==> config.mk <==
export PLATFORM = sky130hd
export DESIGN_NAME = bcd_readout
export DESIGN_NICKNAME = d
export VERILOG_FILES = /design/src/rtl/bcd_readout.sv
export SDC_FILE = /design/constraint.sdc
export NUM_CORES = 1
export LEC_CHECK = 0
export BUFFER_PORTS_ARGS = -buffer_cell sky130_fd_sc_hd__buf_2
export CELL_PAD_IN_SITES_DETAIL_PLACEMENT = 0
export CELL_PAD_IN_SITES_GLOBAL_PLACEMENT = 1
export CORE_ASPECT_RATIO = 0.8
export CORE_MARGIN = 2
export CORE_UTILIZATION = 36
export CTS_CLUSTER_DIAMETER = 200
export DETAILED_ROUTE_END_ITERATION = 7
export HOLD_SLACK_MARGIN = 0.02
export PLACE_DENSITY = 0.74
export SLEW_MARGIN = 0
export SYNTH_ARGS = -nofsm -noshare
export SYNTH_HDL_FRONTEND = slang
export SYNTH_SLANG_ARGS = --single-unit
export TNS_END_PERCENT = 100
==> constraint.sdc <==
create_clock -name clock -period 1.2 [get_ports clock]
set_input_delay 0.12 -clock clock [delete_from_list [all_inputs] [get_ports clock]]
set_output_delay 0.12 -clock clock [all_outputs]
set_load 0.05 [all_outputs]
==> src/rtl/bcd_readout.sv <==
// Purpose : snapshot four cascaded BCD decade-counter digits on capture and
//           stream them out thousands-first, units-last, one digit per transfer.
// Latency : tx_valid/busy rise on the capture edge; one digit per accepted beat;
//           busy drops on the edge of the 4th transfer.
// Backpressure: tx_data/tx_valid/tx_last hold while tx_ready=0; capture is
//           ignored while a readout is in progress.
//
// Ports:
//   clock, reset (async, active-low)
//   digits_in[15:0]  four BCD digits, [3:0] units ... [15:12] thousands
//   tc_in            terminal-count pulse from the thousands counter
//   capture          snapshot request (honoured only in IDLE)
//   tx_ready         downstream accepts tx_data this cycle
//   tx_data/tx_valid/tx_last  digit stream, tx_last marks the units digit
//   busy             readout in progress
//   overflow         tc_in was seen in the window closed by the last capture
//   bcd_error        one-cycle pulse when a captured digit was >9
//
// Optional feature: define BCD_READOUT_CHECK_EN to replace invalid digits by
// 4'hF at capture and raise bcd_error; otherwise digits pass unmodified.

module bcd_readout (
  input  logic        clock,
  input  logic        reset,
  input  logic [15:0] digits_in,
  input  logic        tc_in,
  input  logic        capture,
  input  logic        tx_ready,
  output logic [3:0]  tx_data,
  output logic        tx_valid,
  output logic        tx_last,
  output logic        busy,
  output logic        overflow,
  output logic        bcd_error
);

  typedef enum logic {IDLE = 1'b0, SEND = 1'b1} state_t;

  state_t      state, state_nxt;
  logic [15:0] snapshot;
  logic [1:0]  idx;
  logic        sticky;
  logic        accept;
  logic        xfer;
  logic [15:0] snap_dat;

  // Value stored into the snapshot on an accepted capture.
`ifdef BCD_READOUT_CHECK_EN
  logic snap_bad;

  always_comb begin
    snap_dat = digits_in;
    snap_bad = 1'b0;
    for (int i = 0; i < 4; i++) begin
      if (digits_in[4*i +: 4] > 4'd9) begin
        snap_dat[4*i +: 4] = 4'hF;
        snap_bad           = 1'b1;
      end
    end
  end
`else
  assign snap_dat = digits_in;
`endif

  // Next-state and output decode.
  always_comb begin
    state_nxt = state;
    accept    = 1'b0;
    xfer      = 1'b0;
    tx_valid  = 1'b0;
    tx_last   = 1'b0;
    busy      = 1'b0;
    tx_data   = 4'd0;
    case (state)
      IDLE: begin
        if (capture) begin
          accept    = 1'b1;
          state_nxt = SEND;
        end
      end
      SEND: begin
        tx_valid = 1'b1;
        busy     = 1'b1;
        tx_data  = snapshot[{idx, 2'b00} +: 4];
        tx_last  = (idx == 2'd0);
        if (tx_ready) begin
          xfer = 1'b1;
          if (idx == 2'd0) begin
            state_nxt = IDLE;
          end
        end
      end
      default: state_nxt = IDLE;
    endcase
  end

  always_ff @(posedge clock or negedge reset) begin
    if (!reset) begin
      state    <= IDLE;
      snapshot <= 16'd0;
      idx      <= 2'd3;
      sticky   <= 1'b0;
      overflow <= 1'b0;
    end else begin
      state <= state_nxt;
      if (accept) begin
        snapshot <= snap_dat;
        idx      <= 2'd3;
        // A tc_in coinciding with the capture both reports now and opens
        // the next window already flagged.
        overflow <= sticky | tc_in;
        sticky   <= tc_in;
      end else begin
        if (tc_in) begin
          sticky <= 1'b1;
        end
        // The final transfer re-arms the index rather than wrapping it.
        if (xfer) begin
          idx <= (idx == 2'd0) ? 2'd3 : idx - 2'd1;
        end
      end
    end
  end

`ifdef BCD_READOUT_CHECK_EN
  always_ff @(posedge clock or negedge reset) begin
    if (!reset) begin
      bcd_error <= 1'b0;
    end else begin
      bcd_error <= accept & snap_bad;
    end
  end
`else
  assign bcd_error = 1'b0;
`endif

endmodule

==> metrics.md, run 1 <==
| Metric | Value |
|---|---|
| Synth area leaders | dfrtp_1 (46%), mux2_4 (12%), mux2i_1 (9.7%), mux2_2 (8.7%), dfstp_2 (5.1%) |
| Worst Hold Endpoint | snapshot[7] |
| Fmax | 597 MHz |
| Cell Pwr Density | 3120 nW/um2 |
| Clk slew on worst S/H paths | 0.11 ns |
| Critical Path, Cell by Cell | buf_6 > mux2i_4 > o22ai_4 > buf_6 |
| CP endpoint kind | output pin |
| Max Cap Viol | 0 |
| Layout filler cell count | 203 |
| Top-count cell post-synth | dfrtp_1 |
| Clock skew | 0.00406 ns |
| Setup Crit Path Kind | register to output pin |
| Top FF cell, synth | dfrtp_1 |
| Vias in the first global route | 789 |
| IO buf count | 28 |
| WP data required | 1.08 ns |
| R2R Setup Slk | -0.22 ns |
| Synth unique cells | 23 |
| Setup ws final | -0.475 ns |
| RR Endpoint | idx[0] |
| Cell taking the most area after synthesis | dfrtp_1 |
| Worst Hold Depth | 2 |
| Antenna violations before repair | 0 |
| First-pass GRT wire length | 3690 um |
| Wirelength, routed | 2340 um |
| Startpoint types | register |
| Maximum root-to-sink buffer count | 2 |
| Async S/R FF share, synth | 1.00 |
| Final setup viols | 26 |
| Share of the synthesized area in the top cell type | 0.459 |
| Antenna Nets Post-Route | 0 |
| Mapped Area | 1040 um2 |
| WL/cell | 14.8 um |
| Peak VDD IR | 1.13 mV |
| Mapped Nets | 96 |
| Via count | 746 |
| H-tree depth | 1 |
| Latest clock arrival within the worst-skew pair | 0.30 ns |
| Hold Path Class | input pin to register |
| Std-Cell Rows | 17 |
| DRT iter0 DRCs | 15 |
| CTS buffer count | 3 |
| First drt pass iteration count | 2 |
| Pin count of the biggest net entering global routing | 22 |
| Synth warn | 0 |
| Total track usage | 0.154 |
| CTS tree | yes |
| Number of nets in the layout | 143 |
| Total grt overflow | 0 |
| Failing checks | negative setup slack |
| CORE AREA | 2740 um2 |
| DP Worst Slack | -0.222 ns |
| WP data arrival | 1.55 ns |
| Drt via density | 4.72 |
| Setup TNS | -5.08 ns |
| RSZ-0062 raised after global routing | true |
| Lkg Pwr | 0.754 nW |
| Status | finished, violations left |
| Initial core utilization | 0.378 |
| Routability Congestion | 0.747 |
| HP Start | digits_in[7] |
| Register area | 529 um2 |
| Synth cell count leaders | dfrtp_1 (19), mux2i_1 (10), mux2_2 (8), mux2_4 (8) |
| TritonCTS Sinks | 21 |
| Slowest-stage cell, CP | dfstp_2 |
| HPWL after DPL | 1420 um |
| Die ar. | 3330 um2 |
| CTS root buf | clkbuf_4 |
| Multi-input gate area | 644 um2 |
| Crit path time final | 1.67 ns |
| Seq/Total Area, Yosys | 0.510 |
| Synthesis-to-layout area growth | 61.1% |
| Layout cells sized above 1 | 0.725 |
| Final Max Slew Viols | 0 |
| Die H | 52.0 um |
| Critical path fanouts, max | 3 |
| Post-synth EDFFs | 0 |
| Most frequent CP cell | buf_6 |
| Total power | 5.21 mW |
| Max incr delay on CP | 0.59 ns |
| Die W | 64.0 um |
| R2r startpoint | idx[0] |
| Period utilisation layout | 1.40 |
| Mean Syn Cell Area | 14.0 um2 |
| I/O Pins | 30 |
| Final hold vios | 0 |
| Synthesized instance count | 74 |
| R2R cell count | 6 |
| Synthesis-stage register bit count | 21 |
| # DRC | 0 |
| N_diodes | 0 |
## repair_timing
action,in CTS,in global routing
hold buffers,2,1
buffers inserted,4,4
endpoints found under the hold margin,20,1
gates cloned,2,0
pin swaps,5,2
setup endpoints to repair,27,28
resized for setup,40,11
## cells in the final DEF (no fill, tap or decap), drive strengths merged
master / instances
a21oi: 1
a31oi: 1
a32oi: 1
and2: 1
and4b: 1
buf: 45
clkbuf: 4
conb: 1
dfrtp: 19
dfstp: 2
dlygate4sd3: 3
ha: 1
inv: 4
mux2: 16
mux2i: 10
nand2: 1
nor2: 2
nor2b: 1
o21bai: 1
o22ai: 4
or2b: 1
## state kept, by name, indices dropped and copies added (netlist names)
| signal | cells |
|---|---|
| sticky | 1 |
| overflow | 1 |
| state | 1 |
| snapshot | 16 |
| idx | 2 |
## cells by family (layout without fill, tap and decap cells)
| group | after synthesis | count (layout) | synth area share |
|---|---|---|---|
| flops | 21 | 21 | 0.510 |
| buf+inv | 10 | 56 | 0.0749 |
| other cells | 1 | 1 | 0.00362 |
| compound gates | 8 | 8 | 0.0507 |
| simple gates | 7 | 7 | 0.0495 |
| mux | 26 | 26 | 0.300 |
| fa+ha+maj | 1 | 1 | 0.0121 |
## worst max-delay path: cells and delay by family, from the launching register on
| kind | cells | cell delay [ns] |
|---|---|---|
| buffers and inverters | 2 | 0.31 |
| AO/OA/AOI/OAI | 1 | 0.09 |
| multiplexers | 1 | 0.25 |
| flip-flops | 1 | 0.59 |
## metal layers
metal	vias up	wire [um]	GRT usage
met5	-	0	0
met4	0	48	0.0507
met3	4	106	0.0476
met2	19	1160	0.266
met1	366	1020	0.184
li1	357	-	-
## stage by stage
stage | util | cells | hold slack (ns) | area [um2]
2_1_floorplan | - | 74 | -0.176 | 1130
3_3_place_gp | 0.494 | 145 | 0.0968 | 1360
3_5_place_dp | 0.494 | 145 | 0.101 | 1360
4_1_cts | 0.604 | 157 | 0.0206 | 1660
5_1_grt | 0.608 | 158 | 0.0235 | 1670
6_report | 0.608 | 158 | 0.0367 | 1670
## where the power goes
part / internal [mW] / switching, mW / leakage, nW / total (mW)
Combinational: 1.87 / 1.58 / 0.498 / 3.45
Clock: 0.130 / 0.208 / 0.0150 / 0.337
Sequential: 1.07 / 0.359 / 0.241 / 1.43
## area by class of cell
type,instances,share of cell area
sequential,21,0.317
timing repair buffer,48,0.242
tap,38,0.0285
inverter,4,0.0105
multi-input combinational,43,0.386
clock buffer,4,0.0157
## how the worst max path moves through the flow
| stage | slack [ns] | from | endpoint |
|---|---|---|---|
| global placement | -0.21 | idx[0] | tx_data[1] |
| finish | -0.47 | idx[0] | tx_data[0] |
| floorplan | -0.28 | state | tx_data[0] |
| CTS | -0.47 | idx[0] | tx_data[1] |
| global route | -0.51 | idx[0] | tx_data[1] |
| detailed placement | -0.22 | idx[0] | tx_data[1] |
(Power assumes the default switching activity.)
==> run 2, diff against run 1 <==
--- a/config.mk
+++ b/config.mk
@@ -6,15 +6,16 @@
 export NUM_CORES = 1
 export LEC_CHECK = 0
 export BUFFER_PORTS_ARGS = -buffer_cell sky130_fd_sc_hd__buf_2
+export CAP_MARGIN = 30
 export CELL_PAD_IN_SITES_DETAIL_PLACEMENT = 0
 export CELL_PAD_IN_SITES_GLOBAL_PLACEMENT = 1
 export CORE_ASPECT_RATIO = 0.8
 export CORE_MARGIN = 2
-export CORE_UTILIZATION = 36
+export CORE_UTILIZATION = 40
 export CTS_CLUSTER_DIAMETER = 200
 export DETAILED_ROUTE_END_ITERATION = 7
 export HOLD_SLACK_MARGIN = 0.02
-export PLACE_DENSITY = 0.74
+export PLACE_DENSITY = 0.77
 export SLEW_MARGIN = 0
 export SYNTH_ARGS = -nofsm -noshare
 export SYNTH_HDL_FRONTEND = slang
==> constraint.sdc (replaced) <==
create_clock -name clock -period 1.6 [get_ports clock]
set_input_delay 0.16 -clock clock [delete_from_list [all_inputs] [get_ports clock]]
set_output_delay 0.16 -clock clock [all_outputs]
set_load 0.05 [all_outputs]
==> run 2 against run 1 <==
Net effect: the run still ends with negative setup slack left; clock skew increased by 0.0054 ns; register-to-register slack improved by 0.44 ns; flip-flop and latch count stayed put; combinational power is 37% lower; final cell count down 9.5%; non-clock buffer count is 13 lower; critical path depth is the same; first-iteration DRC count is the same; global-route usage down 1.4 points; die area shrank 9.3%.
==> metrics.md, run 2 (synthesis gave the netlist of run 1 again) <==
| Metric | Value |
|---|---|
| Most common cell after layout, fill and taps aside | buf_2 |
| Routability Congestion | 0.769 |
| Largest register by flop count | snapshot |
| # DRC | 0 |
| WP data arrival | 1.57 ns |
| Via count | 661 |
| Final setup viols | 5 |
| Total track usage | 0.140 |
| RSZ-0062 raised after global routing | true |
| I/O Pins | 30 |
| Final hold vios | 0 |
| Delay-heaviest family, CP | flip-flops |
| Startpoint types | register |
| Die H | 49.5 um |
| Period utilisation layout | 1.08 |
| Cell Pwr Density | 2390 nW/um2 |
| DRT iter0 DRCs | 15 |
| Pin count of the biggest net entering global routing | 22 |
| Crit path time final | 1.73 ns |
| CORE AREA | 2460 um2 |
| Drt via density | 4.62 |
| WP data required | 1.44 ns |
| Setup TNS | -0.571 ns |
| WL/cell | 12.5 um |
| CP endpoint kind | output pin |
| Initial core utilization | 0.421 |
| Hold Path Class | input pin to register |
| Std-Cell Rows | 16 |
| Biggest regs | snapshot (16), idx (2) |
| Lkg Pwr | 0.645 nW |
| Grt met3 use | 0.0472 |
| Die ar. | 3020 um2 |
| CTS buffer count | 3 |
| Synthesis-to-layout area growth | 40.8% |
| Antenna violations before repair | 0 |
| Clk slew on worst S/H paths | 0.11 ns |
| First drt pass iteration count | 5 |
| Max incr delay on CP | 0.59 ns |
| CTS tree | yes |
| Slowest-stage cell, CP | dfstp_2 |
| Die W | 60.9 um |
| Vias in the first global route | 645 |
| Max reg flops | 16 |
| Number of buffers and inverters on the critical path | 2 |
| Number of nets in the layout | 130 |
| Failing checks | negative setup slack |
| TritonCTS Sinks | 21 |
| Clock skew | 0.00942 ns |
| Status | finished, violations left |
| HPWL after DPL | 1290 um |
| Layout cells sized above 1 | 0.673 |
| Setup ws final | -0.128 ns |
| Most frequent cells in the layout | buf_2 (23), dfrtp_1 (18), mux2i_4 (8), mux2_4 (8), mux2_2 (8) |
| Latest clock arrival within the worst-skew pair | 0.30 ns |
| GR Layer Usage met1 | 0.199 |
| Maximum root-to-sink buffer count | 2 |
| First-pass GRT wire length | 3010 um |
| H-tree depth | 1 |
| CTS root buf | clkbuf_4 |
| Critical Path, Cell by Cell | buf_8 > mux2i_4 > o22ai_4 > buf_6 |
| Worst Hold Depth | 2 |
| Fmax | 579 MHz |
| Max Cap Viol | 0 |
| IO buf count | 28 |
| Wirelength, routed | 1790 um |
| Critical path fanouts, max | 5 |
| Hold WS | 0.0610 ns |
| Peak VDD IR | 0.898 mV |
| Setup Crit Path Kind | register to output pin |
| R2R cell count | 4 |
| Layout filler cell count | 214 |
| N_diodes | 0 |
| Total grt overflow | 0 |
| Levels on crit path | 4 |
| GRT Max-Usage Layer | met1 |
| Antenna Nets Post-Route | 0 |
| Routing usage on met2 | 0.195 |
| Final Max Slew Viols | 0 |
[run 2: changes by cell type in the layout (fill, tap and decap cells not counted), sizes merged]
| cell | previous run | this run |
|---|---|---|
| buf | 45 | 34 |
| dlygate4sd3 | 3 | 1 |
[run 2: final timing paths]
check | startpoint | to | slack, ns
max | idx[0] | tx_data[3] | -0.13
min | tx_ready | state | 0.06
max reg2reg | state | snapshot[10] | 0.22
min reg2reg | state | idx[1] | 0.52
max in group asynchronous | reset | idx[1] | 0.92
min in group asynchronous | reset | snapshot[9] | 0.33
[run 2: metrics by stage]
stage / area (um2) / power [mW] / utilization / instances / setup WS, ns
floorplan: 1090 / 2.37 / - / 74 / 0.0122
detailed placement: 1240 / 2.63 / 0.505 / 134 / 0.0592
global route: 1460 / 3.66 / 0.592 / 143 / -0.198
finish: 1460 / 3.48 / 0.592 / 143 / -0.128
global placement: 1240 / 2.60 / 0.505 / 134 / 0.0988
CTS: 1460 / 3.51 / 0.591 / 143 / -0.131
[run 2: power breakdown]
| group | internal, mW | total, mW | leakage, nW | switching, mW |
|---|---|---|---|---|
| combinational | 1.11 | 2.17 | 0.389 | 1.06 |
| clock | 0.0973 | 0.249 | 0.0150 | 0.152 |
| sequential | 0.801 | 1.06 | 0.241 | 0.258 |
| total | 2.01 | 3.48 | 0.645 | 1.47 |
[run 2: cell type report]
| cell class | instances | area [um2] | area share |
|---|---|---|---|
| multi-input cells | 43 | 589 | 0.404 |
| flip-flops and latches | 21 | 529 | 0.363 |
| repair buffers | 35 | 254 | 0.174 |
| well taps | 36 | 45.0 | 0.0309 |
| clock buffers | 4 | 26.3 | 0.0180 |
| inverters | 4 | 15.0 | 0.0103 |
[run 2: repair_timing]
item                                    in CTS  in global routing
setup buffers                                4                  0
endpoints found under the setup margin       5                  5
hold buffers                                 1                  0
pin swaps                                    1                  2
endpoints found under the hold margin       19                  0
resized for setup                           32                  1
[run 2: layer usage]
metal | wire (um) | vias up | part of all wire
li1 | - | 327 | -
met1 | 876 | 312 | 0.49
met2 | 784 | 17 | 0.44
met3 | 95 | 5 | 0.053
met4 | 37 | 0 | 0.021
met5 | 0 | - | 0
==> run 3, diff against run 2 <==
==> constraint.sdc (replaced) <==
create_clock -name clock -period 1.8 [get_ports clock]
set_input_delay 0.18 -clock clock [delete_from_list [all_inputs] [get_ports clock]]
set_output_delay 0.18 -clock clock [all_outputs]
set_load 0.05 [all_outputs]
==> run 3 against run 2 <==
Net effect: the flow now finishes without violations; final area down 14%; first-iteration DRC count down 6.7%; final cell count unchanged; worst hold slack better by 0.015 ns; flip-flop and latch count unchanged; critical path depth unchanged; sequential power down 21%; clock skew down 0.0046 ns.
==> metrics.md, run 3 (synthesis gave the netlist of run 1 again) <==
| Metric | Value |
|---|---|
| Most frequent cells in the layout | buf_2 (26), dfrtp_1 (19), mux2i_1 (10) |
| Synthesis-to-layout area growth | 20.7% |
| Die ar. | 3020 um2 |
| CTS root buf | clkbuf_4 |
| Clock skew | 0.00482 ns |
| Initial core utilization | 0.421 |
| Antenna Nets Post-Route | 0 |
| TritonCTS Sinks | 21 |
| Peak VDD IR | 1.10 mV |
| Pin count of the biggest net entering global routing | 22 |
| Biggest regs | snapshot (16), idx (2) |
| Status | completed |
| WP data required | 1.62 ns |
| Max reg flops | 16 |
| Critical Path, Cell by Cell | buf_4 > mux2i_1 > o22ai_1 > buf_2 |
| Maximum root-to-sink buffer count | 2 |
| Number of nets in the layout | 130 |
| HPWL after DPL | 1370 um |
| Routability Congestion | 0.757 |
| Slowest-stage cell, CP | dfstp_2 |
| Worst setup path start | idx[0] |
| N_diodes | 0 |
| Latest clock arrival within the worst-skew pair | 0.31 ns |
| CTS tree | yes |
| Area after DPL | 1190 um2 |
| Antenna violations before repair | 0 |
| Via count | 686 |
| Sequential Power Share | 0.348 |
| Final setup viols | 0 |
| Clk slew on worst S/H paths | 0.12 ns |
| Std-Cell Rows | 16 |
| IO buf count | 28 |
| Startpoint types | register |
| Wirelength, routed | 1830 um |
| WP data arrival | 1.55 ns |
| CTS buffer count | 3 |
| Layout filler cell count | 250 |
| Total grt overflow | 0 |
| WL/cell | 12.8 um |
| # DRC | 0 |
| H-tree depth | 1 |
| Hold Path Class | input pin to register |
| Die W | 60.9 um |
| Period utilisation layout | 0.963 |
| Total track usage | 0.140 |
| Max incr delay on CP | 0.58 ns |
| CORE AREA | 2460 um2 |
| CP endpoint kind | output pin |
| Lkg Pwr | 0.641 nW |
| Final Max Slew Viols | 0 |
| P_int | 1.37 mW |
| First-pass GRT wire length | 3120 um |
| Die H | 49.5 um |
| Comb power frac | 0.557 |
| Final instance area | 1250 um2 |
| Final hold vios | 0 |
| Switching power | 1.03 mW |
| Vias in the first global route | 669 |
| Most common cell after layout, fill and taps aside | buf_2 |
| Power share of the clock group | 0.095 |
| Total power | 2.40 mW |
| Critical path fanouts, max | 4 |
| Setup Crit Path Kind | register to output pin |
| Crit path time final | 1.73 ns |
| I/O Pins | 30 |
| Cell Pwr Density | 1920 nW/um2 |
| R2r startpoint | state |
| First drt pass iteration count | 3 |
| HP Start | tx_ready |
| Max Cap Viol | 0 |
| Largest register by flop count | snapshot |
| Fmax | 577 MHz |
| Drt via density | 4.80 |
| Layout cells sized above 1 | 0.551 |
| Switching Fraction | 0.430 |
| DRT iter0 DRCs | 14 |
[run 3: cell types whose count changed in the layout (fill, tap and decap cells not counted), sizes merged]
cell / before / now
clkbuf: 4 / 3
clkinv: 0 / 1
[run 3: worst paths after layout]
kind | endpoint | slack [ns] | cells after the start
min | idx[1] | 0.08 | 2
max | tx_data[2] | 0.07 | 4
max reg2reg | snapshot[14] | 0.43 | 4
min reg2reg | idx[1] | 0.52 | 2
min in group asynchronous | snapshot[3] | 0.34 | 2
max in group asynchronous | idx[0] | 1.12 | 2
[run 3: cell type report]
type                    instances  area [um2]  share of cell area
clock inverters                 1        5.00             0.00400
well taps                      36        45.0              0.0360
repair buffers                 35         204               0.163
inverters                       4        15.0              0.0120
multi-input cells              43         430               0.344
clock buffers                   3        22.5              0.0180
flip-flops and latches         21         528               0.422
[run 3: power by group through the flow]
| stage | combinational (mW) | sequential, mW | clock (mW) |
|---|---|---|---|
| 6_report | 1.34 | 0.837 | 0.228 |
| 5_1_grt | 1.43 | 0.872 | 0.264 |
| 4_1_cts | 1.30 | 0.846 | 0.236 |
| 3_5_place_dp | 1.27 | 0.856 | 0 |
| 3_3_place_gp | 1.25 | 0.850 | 0 |
| 2_1_floorplan | 1.02 | 0.853 | 0 |
[run 3: stage by stage]
stage,util,instances,TNS (ns),setup WS (ns),hold WS (ns)
after floorplan,-,74,-1.10,-0.278,-0.116
after global placement,0.483,136,0,0.358,0.154
after detailed placement,0.483,136,0,0.334,0.161
after CTS,0.500,141,0,0.0112,0.0635
after global routing,0.508,143,-0.0105,-0.0105,0.0526
final,0.508,143,0,0.0662,0.0759
[run 3: layer usage]
metal / wire, um / up-vias / global-route usage / part of all wire
li1: - / 324 / - / -
met2: 876 / 18 / 0.231 / 0.48
met3: 113 / 2 / 0.0551 / 0.062
met4: 13 / 0 / 0.0326 / 0.0071
met5: 0 / - / 0 / 0
met1: 823 / 342 / 0.172 / 0.45
[run 3: worst max-delay path: cells and delay by family (launching register included)]
kind | cells | cell delay, ns
AO/OA/AOI/OAI | 1 | 0.11
buffers and inverters | 2 | 0.35
flip-flops | 1 | 0.58
multiplexers | 1 | 0.21
[run 3: timing repair]
item / in CTS / in global routing
hold buffers: 1 / 0
buffers inserted: 0 / 2
endpoints found under the setup margin: 2 / 4
gates resized for setup: 2 / 1
hold endpoints to repair: 19 / 0
